--- src/rtl/sprite_line_buffer_pkg.sv ---
// Shared constants for the sprite line buffer: sprite geometry, screen size,
// orientation codes and sprite IDs as stored in the sprite ROM.
package sprite_line_buffer_pkg;

    localparam int SPRITE_SIZE = 8;
    localparam int H_ACTIVE    = 640;
    localparam int V_ACTIVE    = 480;

    localparam logic [1:0] ORIENT_UP    = 2'd0;
    localparam logic [1:0] ORIENT_RIGHT = 2'd1;
    localparam logic [1:0] ORIENT_DOWN  = 2'd2;
    localparam logic [1:0] ORIENT_LEFT  = 2'd3;

    localparam logic [3:0] SPR_HEART   = 4'd0;
    localparam logic [3:0] SPR_PLAYER  = 4'd1;
    localparam logic [3:0] SPR_ENEMY_A = 4'd2;
    localparam logic [3:0] SPR_ENEMY_B = 4'd3;
    localparam logic [3:0] SPR_BULLET  = 4'd4;
    localparam logic [3:0] SPR_WALL    = 4'd5;
    localparam logic [3:0] SPR_KEY     = 4'd6;
    localparam logic [3:0] SPR_DOOR    = 4'd7;
    localparam logic [3:0] SPR_SKULL   = 4'd8;

    // Offset of a coordinate relative to a sprite origin falls inside the sprite.
    function automatic logic in_sprite(input logic [9:0] offset);
        return offset < 10'(SPRITE_SIZE);
    endfunction

endpackage

--- src/rtl/sprite_pixel_select.sv ---
// Combinational pixel resolver: per-slot hit test against the buffered sprite
// rows and lowest-index-wins priority encoding.
module sprite_pixel_select #(
    parameter int NUM_SLOTS = 4
) (
    input  logic [9:0]             pixel_x,
    input  logic [NUM_SLOTS-1:0]   hit_buf,
    input  logic [8*NUM_SLOTS-1:0] row_buf,
    input  logic [10*NUM_SLOTS-1:0] x_buf,
    output logic                   any_lit,
    output logic [2:0]             win_slot
);
    import sprite_line_buffer_pkg::*;

    logic [NUM_SLOTS-1:0] lit;

    always_comb begin
        lit = '0;
        for (int s = 0; s < NUM_SLOTS; s++) begin
            logic [9:0] col;
            logic [7:0] row;
            // Modulo-1024 subtraction: columns left of the sprite wrap to large
            // values and fail the window test, so there is no horizontal wrap.
            col = pixel_x - x_buf[10*s +: 10];
            row = row_buf[8*s +: 8];
            lit[s] = hit_buf[s] && in_sprite(col) && row[col[2:0]];
        end
    end

    always_comb begin
        any_lit  = 1'b0;
        win_slot = 3'd0;
        for (int s = NUM_SLOTS - 1; s >= 0; s--) begin
            if (lit[s]) begin
                any_lit  = 1'b1;
                win_slot = 3'(s);
            end
        end
    end

endmodule

--- src/rtl/sprite_line_buffer.sv ---
// Per-scanline sprite resolver: fetches one ROM row per slot during blanking,
// then lights pixels from the buffered rows during the visible line.
//
// state    | meaning
// ---------+-----------------------------------------------------------
// ST_IDLE  | waiting for line_start; pixel stage runs from the buffers
// ST_FETCH | reading ROM row for slot slot_cnt, one slot per cycle
module sprite_line_buffer #(
    parameter int NUM_SLOTS   = 4,
    parameter int SPRITE_SIZE = 8
) (
    input  logic                    clk,
    input  logic                    reset,
    input  logic                    line_start,
    input  logic [8:0]              next_line,
    input  logic                    video_active,
    input  logic [9:0]              pixel_x,
    input  logic [NUM_SLOTS-1:0]    entity_valid,
    input  logic [4*NUM_SLOTS-1:0]  entity_id,
    input  logic [2*NUM_SLOTS-1:0]  entity_orient,
    input  logic [10*NUM_SLOTS-1:0] entity_x,
    input  logic [9*NUM_SLOTS-1:0]  entity_y,
    output logic [3:0]              rom_sprite_id,
    output logic [1:0]              rom_orientation,
    output logic [2:0]              rom_line_index,
    input  logic [7:0]              rom_data,
    output logic                    pixel_on,
    output logic [2:0]              pixel_slot,
    output logic                    fetch_busy
);
    import sprite_line_buffer_pkg::*;

    localparam int CNT_W = $clog2(NUM_SLOTS) + 1;

    localparam logic [0:0] ST_IDLE  = 1'b0;
    localparam logic [0:0] ST_FETCH = 1'b1;

    logic [0:0]              state;
    logic [CNT_W-1:0]        slot_cnt;
    logic [8:0]              line_q;
    logic [NUM_SLOTS-1:0]    hit_buf;
    logic [8*NUM_SLOTS-1:0]  row_buf;
    logic [10*NUM_SLOTS-1:0] x_buf;

    logic       cur_valid;
    logic [3:0] cur_id;
    logic [1:0] cur_orient;
    logic [9:0] cur_x;
    logic [8:0] cur_y;
    logic [8:0] diff;
    logic       cur_hit;
    logic       fetching;
    logic       last_slot;

    always_comb begin
        cur_valid  = 1'b0;
        cur_id     = 4'd0;
        cur_orient = 2'd0;
        cur_x      = 10'd0;
        cur_y      = 9'd0;
        for (int s = 0; s < NUM_SLOTS; s++) begin
            if (slot_cnt == CNT_W'(s)) begin
                cur_valid  = entity_valid[s];
                cur_id     = entity_id[4*s +: 4];
                cur_orient = entity_orient[2*s +: 2];
                cur_x      = entity_x[10*s +: 10];
                cur_y      = entity_y[9*s +: 9];
            end
        end
    end

    // Modulo-512 difference gives vertical wrap for sprites near line 511.
    assign diff      = line_q - cur_y;
    assign cur_hit   = cur_valid && (diff < 9'(SPRITE_SIZE));
    assign fetching  = (state == ST_FETCH);
    assign last_slot = (slot_cnt == CNT_W'(NUM_SLOTS - 1));

    assign fetch_busy      = fetching;
    assign rom_sprite_id   = fetching ? cur_id     : 4'd0;
    assign rom_orientation = fetching ? cur_orient : 2'd0;
    assign rom_line_index  = fetching ? diff[2:0]  : 3'd0;

    always_ff @(posedge clk) begin
        if (reset) begin
            state    <= ST_IDLE;
            slot_cnt <= '0;
            line_q   <= 9'd0;
            hit_buf  <= '0;
        end else if (state == ST_IDLE) begin
            if (line_start) begin
                state    <= ST_FETCH;
                slot_cnt <= '0;
                line_q   <= next_line;
            end
        end else begin
            // A restart abandons the slot in flight; earlier slots keep their
            // contents until the new pass overwrites them.
            if (line_start) begin
                slot_cnt <= '0;
                line_q   <= next_line;
            end else begin
                for (int s = 0; s < NUM_SLOTS; s++) begin
                    if (slot_cnt == CNT_W'(s)) begin
                        hit_buf[s] <= cur_hit;
                        if (cur_hit) begin
                            row_buf[8*s +: 8]  <= ~rom_data;
                            x_buf[10*s +: 10] <= cur_x;
                        end
                    end
                end
                if (last_slot) begin
                    state    <= ST_IDLE;
                    slot_cnt <= '0;
                end else begin
                    slot_cnt <= slot_cnt + CNT_W'(1);
                end
            end
        end
    end

    logic       sel_lit;
    logic [2:0] sel_slot;

    sprite_pixel_select #(
        .NUM_SLOTS(NUM_SLOTS)
    ) u_pixel_select (
        .pixel_x (pixel_x),
        .hit_buf (hit_buf),
        .row_buf (row_buf),
        .x_buf   (x_buf),
        .any_lit (sel_lit),
        .win_slot(sel_slot)
    );

    always_ff @(posedge clk) begin
        if (reset) begin
            pixel_on   <= 1'b0;
            pixel_slot <= 3'd0;
        end else begin
            pixel_on   <= video_active && sel_lit;
            pixel_slot <= (video_active && sel_lit) ? sel_slot : 3'd0;
        end
    end

endmodule

--- config.mk ---
export PLATFORM = sky130hd
export DESIGN_NAME = sprite_line_buffer
export DESIGN_NICKNAME = d
export VERILOG_FILES = /design/src/rtl/sprite_line_buffer_pkg.sv /design/src/rtl/sprite_pixel_select.sv /design/src/rtl/sprite_line_buffer.sv
export SDC_FILE = /design/constraint.sdc
export NUM_CORES = 1
export LEC_CHECK = 0
export CORE_ASPECT_RATIO = 1.25
export CORE_UTILIZATION = 37
export CTS_CLUSTER_DIAMETER = 50
export DETAILED_ROUTE_END_ITERATION = 8
export PLACE_DENSITY = 0.72
export SLEW_MARGIN = 15
export SYNTH_ARGS = -nofsm -noshare
export SYNTH_HDL_FRONTEND = slang
export SYNTH_SLANG_ARGS = --single-unit
export TNS_END_PERCENT = 5
--- constraint.sdc ---
create_clock -name clk -period 5.2 [get_ports clk]
set_input_delay 1.56 -clock clk [delete_from_list [all_inputs] [get_ports clk]]
set_output_delay 1.56 -clock clk [all_outputs]
set_load 0.02 [all_outputs]
[After elaboration in Yosys (flattened, before gate mapping)]
Cells that the tools add are included.
Cells by class
  add/sub/neg operators: 6
  order comparisons: 9
  equal/unequal tests: 3
  muxes and demuxes: 45
  bitwise logic cells: 4
  reduce and logical (&&, ||, !) cells: 23
Operators with widths (count)
  10-bit by 4-bit less-than comparator with 1-bit output, second input constant: 4
  10-bit subtractor: 4
  9-bit 2-to-1 mux: 4
  10-bit 2-to-1 mux: 3
  4-bit 2-to-1 mux: 5
  5-bit AND reduction: 4
  1-bit 2-to-1 mux: 17
  3-bit by 4-bit less-than comparator with 1-bit output, second input constant: 4
  3-bit 2-to-1 mux: 5
  2-bit 2-to-1 mux: 7
  1-bit binary-select mux with 3-bit select: 4
  3-bit AND reduction: 4
  1-bit logical AND: 10
  9-bit by 4-bit less-than comparator with 1-bit output, second input constant: 1
  9-bit subtractor: 1
  8-bit inverter: 1
  3-bit by 2-bit == test with 1-bit output, second input constant: 2
  5-bit OR reduction: 1
  4-bit OR reduction: 1
  3-bit by 1-bit adder with 3-bit output, second input constant: 1
  3-bit by 1-bit == test with 1-bit output, second input constant: 1
  3-bit zero test: 1
  1-bit inverter: 3
  3-bit OR reduction: 1
  2-bit nonzero test: 1
Storage, ports and cells
  flip-flop bits (word level): 93
  output and inout bits: 14
  word-level logic and storage cells: 109

[Logic depth before layout (Yosys ltp)]
  depth in word-level cells: 11
  gate-level depth with buffers: 18
  mapped depth without buffers: 17

[By module]
From an unflattened synthesis, not the netlist that was laid out.
Second synthesis, totals
  cells, all modules: 663
  area, all modules: 6403.6 um^2
Modules (own cells, without submodules)
  sprite_line_buffer: times used 1, cells an instance 379, area each 4246.6 um^2, seq. area each 2582.5 um^2
  sprite_pixel_select: times used 1, cells an instance 284, area each 2157.1 um^2, seq. area each 0.0 um^2

[Worst setup path after synthesis]
OpenSTA, ideal clock, no wires.
  kind: input port to flip-flop
  start point: in entity_y[10]
  end point: reg row_buf[0], enable pin
  library setup time: 0.393 ns
  data arrival time: 4.423 ns
  path slack: 0.384 ns
  cell stages on the path: 11
  cell sequence: a221oi_1 -> nor3_1 -> a21oi_1 -> ha_1 -> a21o_1 -> a21o_1 -> a21oi_1 -> mux2_2 -> nor4_1 -> o211ai_2 -> nor2_1
On the way
  word-level cells in the longest chain between the ends: 7
Ends and longest elaborated chain
  start: declaration: line sprite_line_buffer.sv:22  | input logic [9*NUM_SLOTS-1:0] entity_y,
  9-bit 2-to-1 mux (3 in a row): line sprite_line_buffer.sv:62  | if (slot_cnt == CNT_W'(s)) begin
  9-bit subtractor: line sprite_line_buffer.sv:73  | assign diff = line_q - cur_y;
  9-bit by 4-bit less-than comparator with 1-bit output: line sprite_line_buffer.sv:74  | assign cur_hit = cur_valid && (diff < 9'(SPRITE_SIZE));
  1-bit logical AND: line sprite_line_buffer.sv:74
  5-bit AND reduction (no source line)
  end signal: indexed assignment: line sprite_line_buffer.sv:106  | row_buf[8*s +: 8] <= ~rom_data;
  end: declaration: line sprite_line_buffer.sv:42  | logic [8*NUM_SLOTS-1:0] row_buf;
No other way between the ends.
A chain may end at the register's enable or synchronous reset.

[Final worst setup path]
  start point: in entity_y[9]
  end point: out rom_line_index[2]
On the way
  word-level cells in the longest chain between the ends: 5
Ends and longest elaborated chain
  9-bit 2-to-1 mux (3 in a row): line sprite_line_buffer.sv:62
  9-bit subtractor: line sprite_line_buffer.sv:73
  3-bit 2-to-1 mux: line sprite_line_buffer.sv:81  | assign rom_line_index = fetching ? diff[2:0] : 3'd0;
  end: declaration: line sprite_line_buffer.sv:25  | output logic [2:0] rom_line_index,
No other way between the ends.

==> impl_metrics.yaml <==
logic_synthesis:
  syn-num-nets: 826
  synth_edf_count: 72
  synth.mux.area_fraction_pct: 6.23
  synth_ff_type: "edfxtp_1"
  ys_seq_elements: 92
  netlist_area_mm2: 0.00616
  syn_inst: 638
  ys_types: 65
  ys_async_sr_fraction_pct: 0
  synth_top_family_by_area: "compound AO/OA/AOI/OAI gates"
  yosys_warnings: 0
  synth_fa_ha_area_share_pct: 11.4
  yosys.area_share.simple_pct: 14.5
  synth_xor_area_share_pct: 2.70
  synth_compound_area_share_pct: 18.2
  syn_area_per_cell_um2: 9.66
  yosysSeqAreaShare_pct: 41.6
timing:
  rsz0062_at_grt: "yes"
  hold_viol: 0
  setup_violations: 0
  max-slew-margin-rel_pct: 53.6
  period_share_pct: 98.4
  clock-skew-final_ps: 7.95
  fmax_mhz: 195
  period_needed_ps: 5120
  slew_viol_final: 0
  fin_ws_ps: 81.1
  worst_slew_pin_slew_ps: 689
clocking:
  clk_latency_ps: 350
  clock_path_buffers: 2
  cts_sinks: 92
  htreeDepth: 3
  cts_buffers: 9
  root_buffer: "clkbuf_16"
  cts_tree: "done"
  clk_pin_slew_ps: 70
power_and_ir_drop:
  p_leak_nw: 3.21
  power_switching_mw: 0.476
  ir_drop_v: 0.000131
  p_int_mw: 1.35
  switching_share_pct: 26.1
  power_frac_comb_pct: 21.2
  finalPower_mw: 1.83
  clock_power_share_pct: 34.7
  power.share.sequential_pct: 44.1
  powerDensity_mw_per_mm2: 220
detailed_routing:
  vias: 5312
  drc: 0
  routed_wirelength_um: 15700
  viasPerCell: 5.24
  routedWlPerCell_um: 15.5
  first_pass_iters: 4
  ant_nets: 0
  drt_iter0_markers: 265
worst_setup_path:
  cp-end-kind: "primary output"
  critPathLaunchType: "input pin"
  cp.required_ps: 3640
  worstSetupPathType: "in2out"
  r2r_cells: 18
  worstReg2RegStart: "slot_cnt[0]"
  r2r_end: "x_buf[30]"
  r2r_slack_ps: 760
  arrival_ps: 3560
  path_max_fanout: 2
placed_design:
  gp_congestion: 0.853
  portBuffers: 147
  dp_slack_ps: -302
  place_inst: 998
  dpl.hpwl_um: 12900
hold_path:
  hp-class: "reg2reg"
  whs_path_depth: 2
  worstHoldStart: "line_q[3]"
  hold_end: "line_q[3]"
status:
  status: "finished, final reports clean"
global_routing:
  gr-total-overflow: 0
  antenna_found_initial: 0
  track_usage_pct: 19.1
  grt_pass1_wl_um: 25800
  grt_pass1_vias: 5490
  grt_max_degree: 21
flow_run:
  drv_cap: 0
final_layout:
  finalNetCount: 981
  layoutNonFillerInstCount: 1014
  final_cell_mix: "145 x clkdlybuf4s50_1, 72 x edfxtp_1, 65 x a21oi_1, 59 x inv_1, 50 x nor2_1"
  num_antenna_cells: 0
  final_common_cell: "clkdlybuf4s50_1"
  area_growth_syn_to_layout_pct: 34.8
  drive_gt1_share_pct: 8.15
die:
  die_w_um: 117
  core_area_mm2: 0.0163
  pin_count: 149
  die-area_mm2: 0.0172
  rows: 52
  initial_core_util_pct: 37.9
  die_y_um: 146
power groups by stage:
stage          registers [mW]  clock network (mW)  logic (mW)
2_1_floorplan           0.820                   0       0.209
3_3_place_gp            0.822                   0       0.383
3_5_place_dp            0.822                   0       0.389
4_1_cts                 0.806               0.642       0.390
5_1_grt                 0.806               0.669       0.427
6_report                0.806               0.633       0.387
cell usage after synthesis (3+ instances only):
master,n,share of area [%]
edfxtp_1,72,35
a21oi_1,65,5.3
inv_1,59,3.6
nor2_1,50,3.0
ha_1,48,9.7
nand2_1,47,2.9
o21ai_0,33,2.7
nor2b_1,22,2.2
nor3_1,22,1.8
dfxtp_1,20,6.5
clkbuf_1,17,1.0
mux2i_1,17,2.8
a221oi_1,14,2.0
xnor2_1,13,1.8
nand2b_1,12,1.2
nand3_1,11,0.89
mux4_2,8,2.9
o21ai_1,8,0.65
a21o_1,6,0.73
xor2_1,6,0.85
fa_1,5,1.6
o211ai_1,5,0.61
o21a_1,5,0.61
a211oi_1,4,0.49
buf_1,4,0.24
o2111ai_1,4,0.57
a21boi_0,3,0.37
a221o_1,3,0.49
a41oi_1,3,0.43
and2_1,3,0.30
mux2_2,3,0.55
nor4_1,3,0.30
cell families (layout without fill, tap and decap cells):
logic type / after synthesis / count (layout)
flip-flops: 92 / 92
AND/OR/NAND/NOR: 184 / 184
adder cells (fa/ha/maj): 53 / 53
XOR/XNOR: 19 / 19
other: 1 / 1
AO/OA/AOI/OAI: 176 / 176
multiplexers: 28 / 28
buffers and inverters: 85 / 245
critical path: stages:
cell,delay [ps]
clkdlybuf4s50_1,500
a221o_1,170
o21ai_0,80
o21ai_1,150
ha_1,170
inv_2,50
fa_2,340
xor2_1,150
and2_1,150
clkdlybuf4s15_2,250
layer usage:
layer  track usage [%]  wire length [um]
met1              20.9              6170
met2              36.2              8330
met3              3.16               855
met4              7.47               386
met5                 0                 0
metrics by stage:
stage / instance area (um2) / utilization, % / setup TNS [ps] / hold WS, ps
CTS: 8310 / 51.1 / 0 / 510
finish: 8300 / 51.0 / 0 / 510
floorplan: 6160 / - / 0 / 460
global placement: 8010 / 49.3 / -542 / 478
detailed placement: 8010 / 49.3 / -533 / 492
global route: 8300 / 51.0 / -71.3 / 536
final cells by class:
type	instances	area, um2
flip-flops and latches	92	2560
clock inverters	7	67.6
inverters	61	229
clock buffers	9	225
repair buffers	168	1660
well taps	216	270
multi-input cells	461	3290
fillers	1488	7960
registers in the layout (all words and copies together), names as in the netlist:
name	cells
fetch_busy	1
row_buf	32
slot_cnt	3
line_q	9
hit_buf	4
x_buf	40
pixel_slot	2
pixel_on	1
what timing repair did:
action | in CTS | in global routing
cloned | 0 | 0
setup buffers | 0 | 0
hold endpoints to repair | 0 | 0
gates resized for setup | 5 | 3
endpoints found under the setup margin | 2 | 3
pin swaps | 0 | 1
hold buffers | 0 | 0
how the worst max path moves through the flow:
stage | from | end | slack (ps) | cells past startpoint
final | entity_y[9] | rom_line_index[2] | 80 | 10
after floorplan | entity_y[10] | row_buf[0] | 380 | 11
after detailed placement | entity_y[9] | rom_line_index[2] | -300 | 10
after global placement | entity_y[9] | rom_line_index[2] | -320 | 10
after CTS | entity_y[9] | rom_line_index[2] | 6 | 10
after global routing | entity_y[9] | rom_line_index[2] | -70 | 10
Note: power is estimated with default switching activity, not from simulation.
==> RTL change 1 (same settings) <==
Add an input register stage for `entity_y`, cleared by the reset; this delays it by one clock. The other inputs are not delayed to match.
--- a/src/rtl/sprite_line_buffer.sv
+++ b/src/rtl/sprite_line_buffer.sv
@@ -36,4 +36,14 @@
     localparam logic [0:0] ST_FETCH = 1'b1;
 
+    logic [9*NUM_SLOTS-1:0] entity_y_q;
+
+    always_ff @(posedge clk) begin
+        if (reset) begin
+            entity_y_q <= '0;
+        end else begin
+            entity_y_q <= entity_y;
+        end
+    end
+
     logic [0:0]              state;
     logic [CNT_W-1:0]        slot_cnt;
@@ -65,5 +75,5 @@
                 cur_orient = entity_orient[2*s +: 2];
                 cur_x      = entity_x[10*s +: 10];
-                cur_y      = entity_y[9*s +: 9];
+                cur_y      = entity_y_q[9*s +: 9];
             end
         end
Check against the original RTL: not equivalent (Yosys sat finds a counterexample within 4 cycles, from zero or initial values and one cycle with reset high).
==> RTL change 1 against the original RTL <==
  * Worst setup slack improved by 0.11 ns
  * Non-clock buffer count fell by 9
  * Wire length rose by 22%
  * Count of clock-buffer cells in the layout rose by 8
  * Core utilization fell by 0.59 points
  * Area after synthesis rose by 16%
  * Fmax rose by 2.3%
  * Design area rose by 15%
  * Power rose by 50%
  * Synthesized cell count rose by 14%
  * Hold slack got worse by 0.012 ns
  * Sequential cell count rose by 36
  * Die area rose by 16%
==> RTL change 1: results (changes against the original RTL) <==
After synthesis, the most frequently instantiated cells are 72 x edfxtp_1, 65 x nor2_1, 59 x nor2b_1, 58 x a21oi_1, 56 x dfxtp_1. The headroom to the max-slew limit came to 41.4% (-12 points). Ranked by total cell area, the synthesized netlist is headed by edfxtp_1 30%, dfxtp_1 16%, ha_1 8.4%. The arrival time reported for the critical path endpoint was 3.44 ns (-0.12 ns).

The worst IR drop on VDD is 204 µV (+55%). The post-route total power came out at 2.74 mW (+50%). The biggest cell delay along the critical path is 0.62 ns (+0.12 ns). In the final layout, the registers with the most flip-flops are x_buf x40, entity_y_q x36, row_buf x32.

The global-route wire length before repair is 30000 µm (+16%). The maximum fanout count along the critical path is 25 (+23). The flow ran to the end, and the final reports show no timing, DRC or antenna violations. The first-pass detailed-route iteration total is 5 (+1). The sequential share of the synthesized area is 46.0% (+4.4 points).

The final-stage net count came to 1065 (+8.6%). The post-cts resize count came to 0 (-5). The post-synthesis average cell area came to 9.84 µm² (+1.9%).

The fill cell total of the finished layout was 1711 (+15%). The post-route clock skew came to 0.0133 ns (+0.00535 ns). The HPWL after detailed placement came to 14700 µm (+14%). The portion of synthesized cell area occupied by the leading cell type is 30.3% (-4.8 points). The global routing usage summed across all routing layers came to 20.2% (+1.1 points). The largest net degree at the start of global routing came to 53 (+150%). The combinational fraction of design power came out at 14.8% (-6.4 points). The switching power total came out at 673 µW (+41%). The TritonCTS buffer count is 17 (+8). The starting DRC count in detailed routing is 334 (+26%). The static leakage is 3.70 nW (+15%). The via count of the first global-routing pass came out at 6012 (+9.5%).
-- RTL change 1: cell types whose count changed in the layout (fill, tap and decap cells not counted), sizes merged, moves of 8 or more --
cell and change:
buf -8, dfxtp +36, nor2 +16, nor2b +36, xor2 +8
-- RTL change 1: worst paths after layout --
check	startpoint	end	slack, ns	cells past startpoint
max	slot_cnt[1]	rom_line_index[2]	0.20	11
max reg2reg	slot_cnt[0]	x_buf[9]	0.91	18
min	line_q[0]	line_q[0]	0.50	2
min reg2reg	line_q[0]	line_q[0]	0.50	2
-- RTL change 1: logic make-up (layout without fill, tap and decap cells) --
family | after synthesis | in the layout | share of synthesized area, %
AOI/OAI and AO/OA | 166 | 166 | 14.7
xor gates and xnor gates | 23 | 23 | 2.93
adders and majority gates | 53 | 53 | 9.82
buffers and inverters | 80 | 245 | 4.26
DFF | 128 | 128 | 46.0
muxes | 22 | 22 | 4.52
other | 1 | 1 | 0.0526
and+or+nand+nor | 252 | 252 | 17.7
-- RTL change 1: per-layer routing --
metal	track usage (%)	routed length, µm	vias up
li1	-	-	2900
met1	20.9	7380	2756
met2	38.6	10100	220
met3	4.11	1060	40
met4	9.52	625	0
met5	0	0	-
-- RTL change 1: area by class of cell --
cell class / instances / share of cell area, %
clock buffers: 17 / 4.47
clock inverters: 15 / 1.92
inverters: 54 / 2.13
multi-input cells: 517 / 37.4
flip-flops and latches: 128 / 34.5
well taps: 232 / 3.05
repair buffers: 159 / 16.4
-- RTL change 1: stage by stage --
step,area [µm²],worst slack [ns]
after floorplan,7140,0.623
after global placement,8890,0.287
after detailed placement,8890,0.295
after CTS,9500,0.135
after global routing,9510,0.0153
final,9510,0.195
==> RTL change 2 (config.mk and constraints unchanged) <==
Without the edit above. `NUM_SLOTS` is set to 4 in 2 places; all go to 8.
--- a/src/rtl/sprite_pixel_select.sv
+++ b/src/rtl/sprite_pixel_select.sv
@@ -2,5 +2,5 @@
 // rows and lowest-index-wins priority encoding.
 module sprite_pixel_select #(
-    parameter int NUM_SLOTS = 4
+    parameter int NUM_SLOTS = 8
 ) (
     input  logic [9:0]             pixel_x,
--- a/src/rtl/sprite_line_buffer.sv
+++ b/src/rtl/sprite_line_buffer.sv
@@ -7,5 +7,5 @@
 // ST_FETCH | reading ROM row for slot slot_cnt, one slot per cycle
 module sprite_line_buffer #(
-    parameter int NUM_SLOTS   = 4,
+    parameter int NUM_SLOTS   = 8,
     parameter int SPRITE_SIZE = 8
 ) (
Ports: changed (5 resized); port bits go from 149 to 253. The function was not compared with the original's and may differ.
==> RTL change 2 against the original RTL <==
  * The flow now finishes with violations (negative setup slack)
  * Design area increased by 84%
  * Largest power group unchanged
  * Wire length increased by 120%
  * Via count increased by 88%
  * Non-clock buffer count increased by 153
  * Worst setup slack got worse by 0.23 ns
  * Sequential power increased by 85%
  * Critical path type unchanged
  * Count of clock-buffer cells in the layout increased by 11
  * Area after synthesis increased by 83%
  * First-iteration DRC count increased to 3.3 times the old value
  * Clock skew increased by 0.0066 ns
  * Sequential cell count increased by 78
  * Power increased by 82%
==> RTL change 2: results (changes against the original RTL) <==
The post-route clock skew came out at 0.0145 ns (+0.00660 ns). The distinct cell type count of the synthesized netlist was 74 (+14%). The minimum setup slack in the final design came out at -0.151 ns (-0.232 ns). The count of flip-flops with a built-in enable after synthesis was 144 (+100%). The start point of the worst min-delay path is line_q[4]. The worst-case reg-to-reg path depth came to 21 (+3). The HPWL after detailed placement is 26800 µm (+110%). The final number of setup-violating endpoints is 2 (+2). The share of layout cells above drive strength 1 is 10.4% (+2.2 points). In the final layout, the registers with the most flip-flops are x_buf x80, row_buf x64, line_q x9. The clock latency at the later pin of the worst-skew pair is 0.44 ns (+0.09 ns).

The via count is 10.0k (+88%). The worst-case register-to-register setup slack was 0.32 ns (-0.44 ns). The post-synthesis average cell area is 10.2 µm² (+5.3%).

The largest net degree at the start of global routing is 31 (+48%). The TritonCTS buffer count was 17 (+8). The standard cell area after detailed placement is 14800 µm² (+84%). The fill cell total of the finished layout came to 2757 (+85%).

Sorting the synthesized cells by how often they occur yields 144 x edfxtp_1, 103 x inv_1, 97 x nor2_1, 84 x ha_1, 81 x a21oi_1. The setup TNS is -0.301 ns (-0.301 ns). The post-route worst hold slack came out at 0.507 ns (-0.00294 ns). The final-stage net count is 1736 (+77%). The global routing usage summed across all routing layers came out at 22.7% (+3.7 points). The total nets after synthesis is 1439 (+74%). The number of port buffers came out at 252 (+71%). The capture endpoint of the worst hold path is line_q[4]. The endpoint identified for the worst register-to-register timing path is row_buf[42].

The global-route wire length before repair is 53200 µm (+110%). The final reports fail on negative setup slack. The first-pass detailed-route iteration total came to 6 (+2). The global placement routability congestion came out at 0.904 (+6.0%).

The flow ran to the end, but the final reports show violations. The worst setup slack after placement is -0.843 ns (-0.541 ns). The sequential share of the synthesized area is 43.0% (+1.4 points). The worst IR drop on VDD came to 204 µV (+55%). The total routed wirelength was 34700 µm (+120%). The static leakage came out at 6.16 nW (+92%). The arrival time reported for the critical path endpoint came out at 3.79 ns (+0.23 ns). In this design, the largest share of critical-path delay is due to compound AO/OA/AOI/OAI gates.
[RTL change 2: cell types whose count changed in the layout (fill, tap and decap cells not counted), sizes merged, moves of 17 or more]
cell | unedited run | this run
mux2i | 17 | 35
ha | 48 | 84
nor2 | 50 | 97
a21oi | 65 | 82
buf | 21 | 73
clkdlybuf4s50 | 145 | 240
o21ai | 41 | 65
inv | 66 | 107
o22ai | 1 | 19
edfxtp | 72 | 144
nand2 | 47 | 75
[RTL change 2: cell families (layout without fill, tap and decap cells)]
kind of cell    Yosys count  count (layout)  synth area share, %
simple gates            301             301                 13.2
flops                   170             170                 43.0
fa+ha+maj                93              93                 10.9
buf+inv                 146             456                 4.96
mux                      54              54                 6.64
xor+xnor                 35              35                 3.03
compound gates          308             308                 18.2
[RTL change 2: power breakdown]
part           total (mW)  internal (mW)  leakage [nW]  switching (mW)
Combinational       0.677          0.370          4.41           0.307
Sequential           1.49           1.49          1.51         0.00577
Clock                1.15          0.616         0.249           0.539
Total                3.32           2.47          6.16           0.851
[RTL change 2: what timing repair did]
action | CTS | global route
setup endpoints to repair | 147 | 153
pin swaps | 7 | 5
resized for setup | 28 | 10
[RTL change 2: area by class of cell]
| class | count | area, µm² | area share, % |
|---|---|---|---|
| multi-input combinational | 791 | 5890 | 38.5 |
| sequential | 170 | 4840 | 31.6 |
| timing repair buffer | 321 | 3160 | 20.6 |
| tap | 401 | 502 | 3.28 |
| clock buffer | 20 | 437 | 2.85 |
| inverter | 103 | 387 | 2.52 |
| clock inverter | 12 | 92.6 | 0.605 |
[RTL change 2: layer usage]
metal  track usage [%]  share of wire (%)
met1              28.1                 40
met2              39.6                 52
met3              3.62                5.4
met4              8.40                3.0
met5                 0                  0
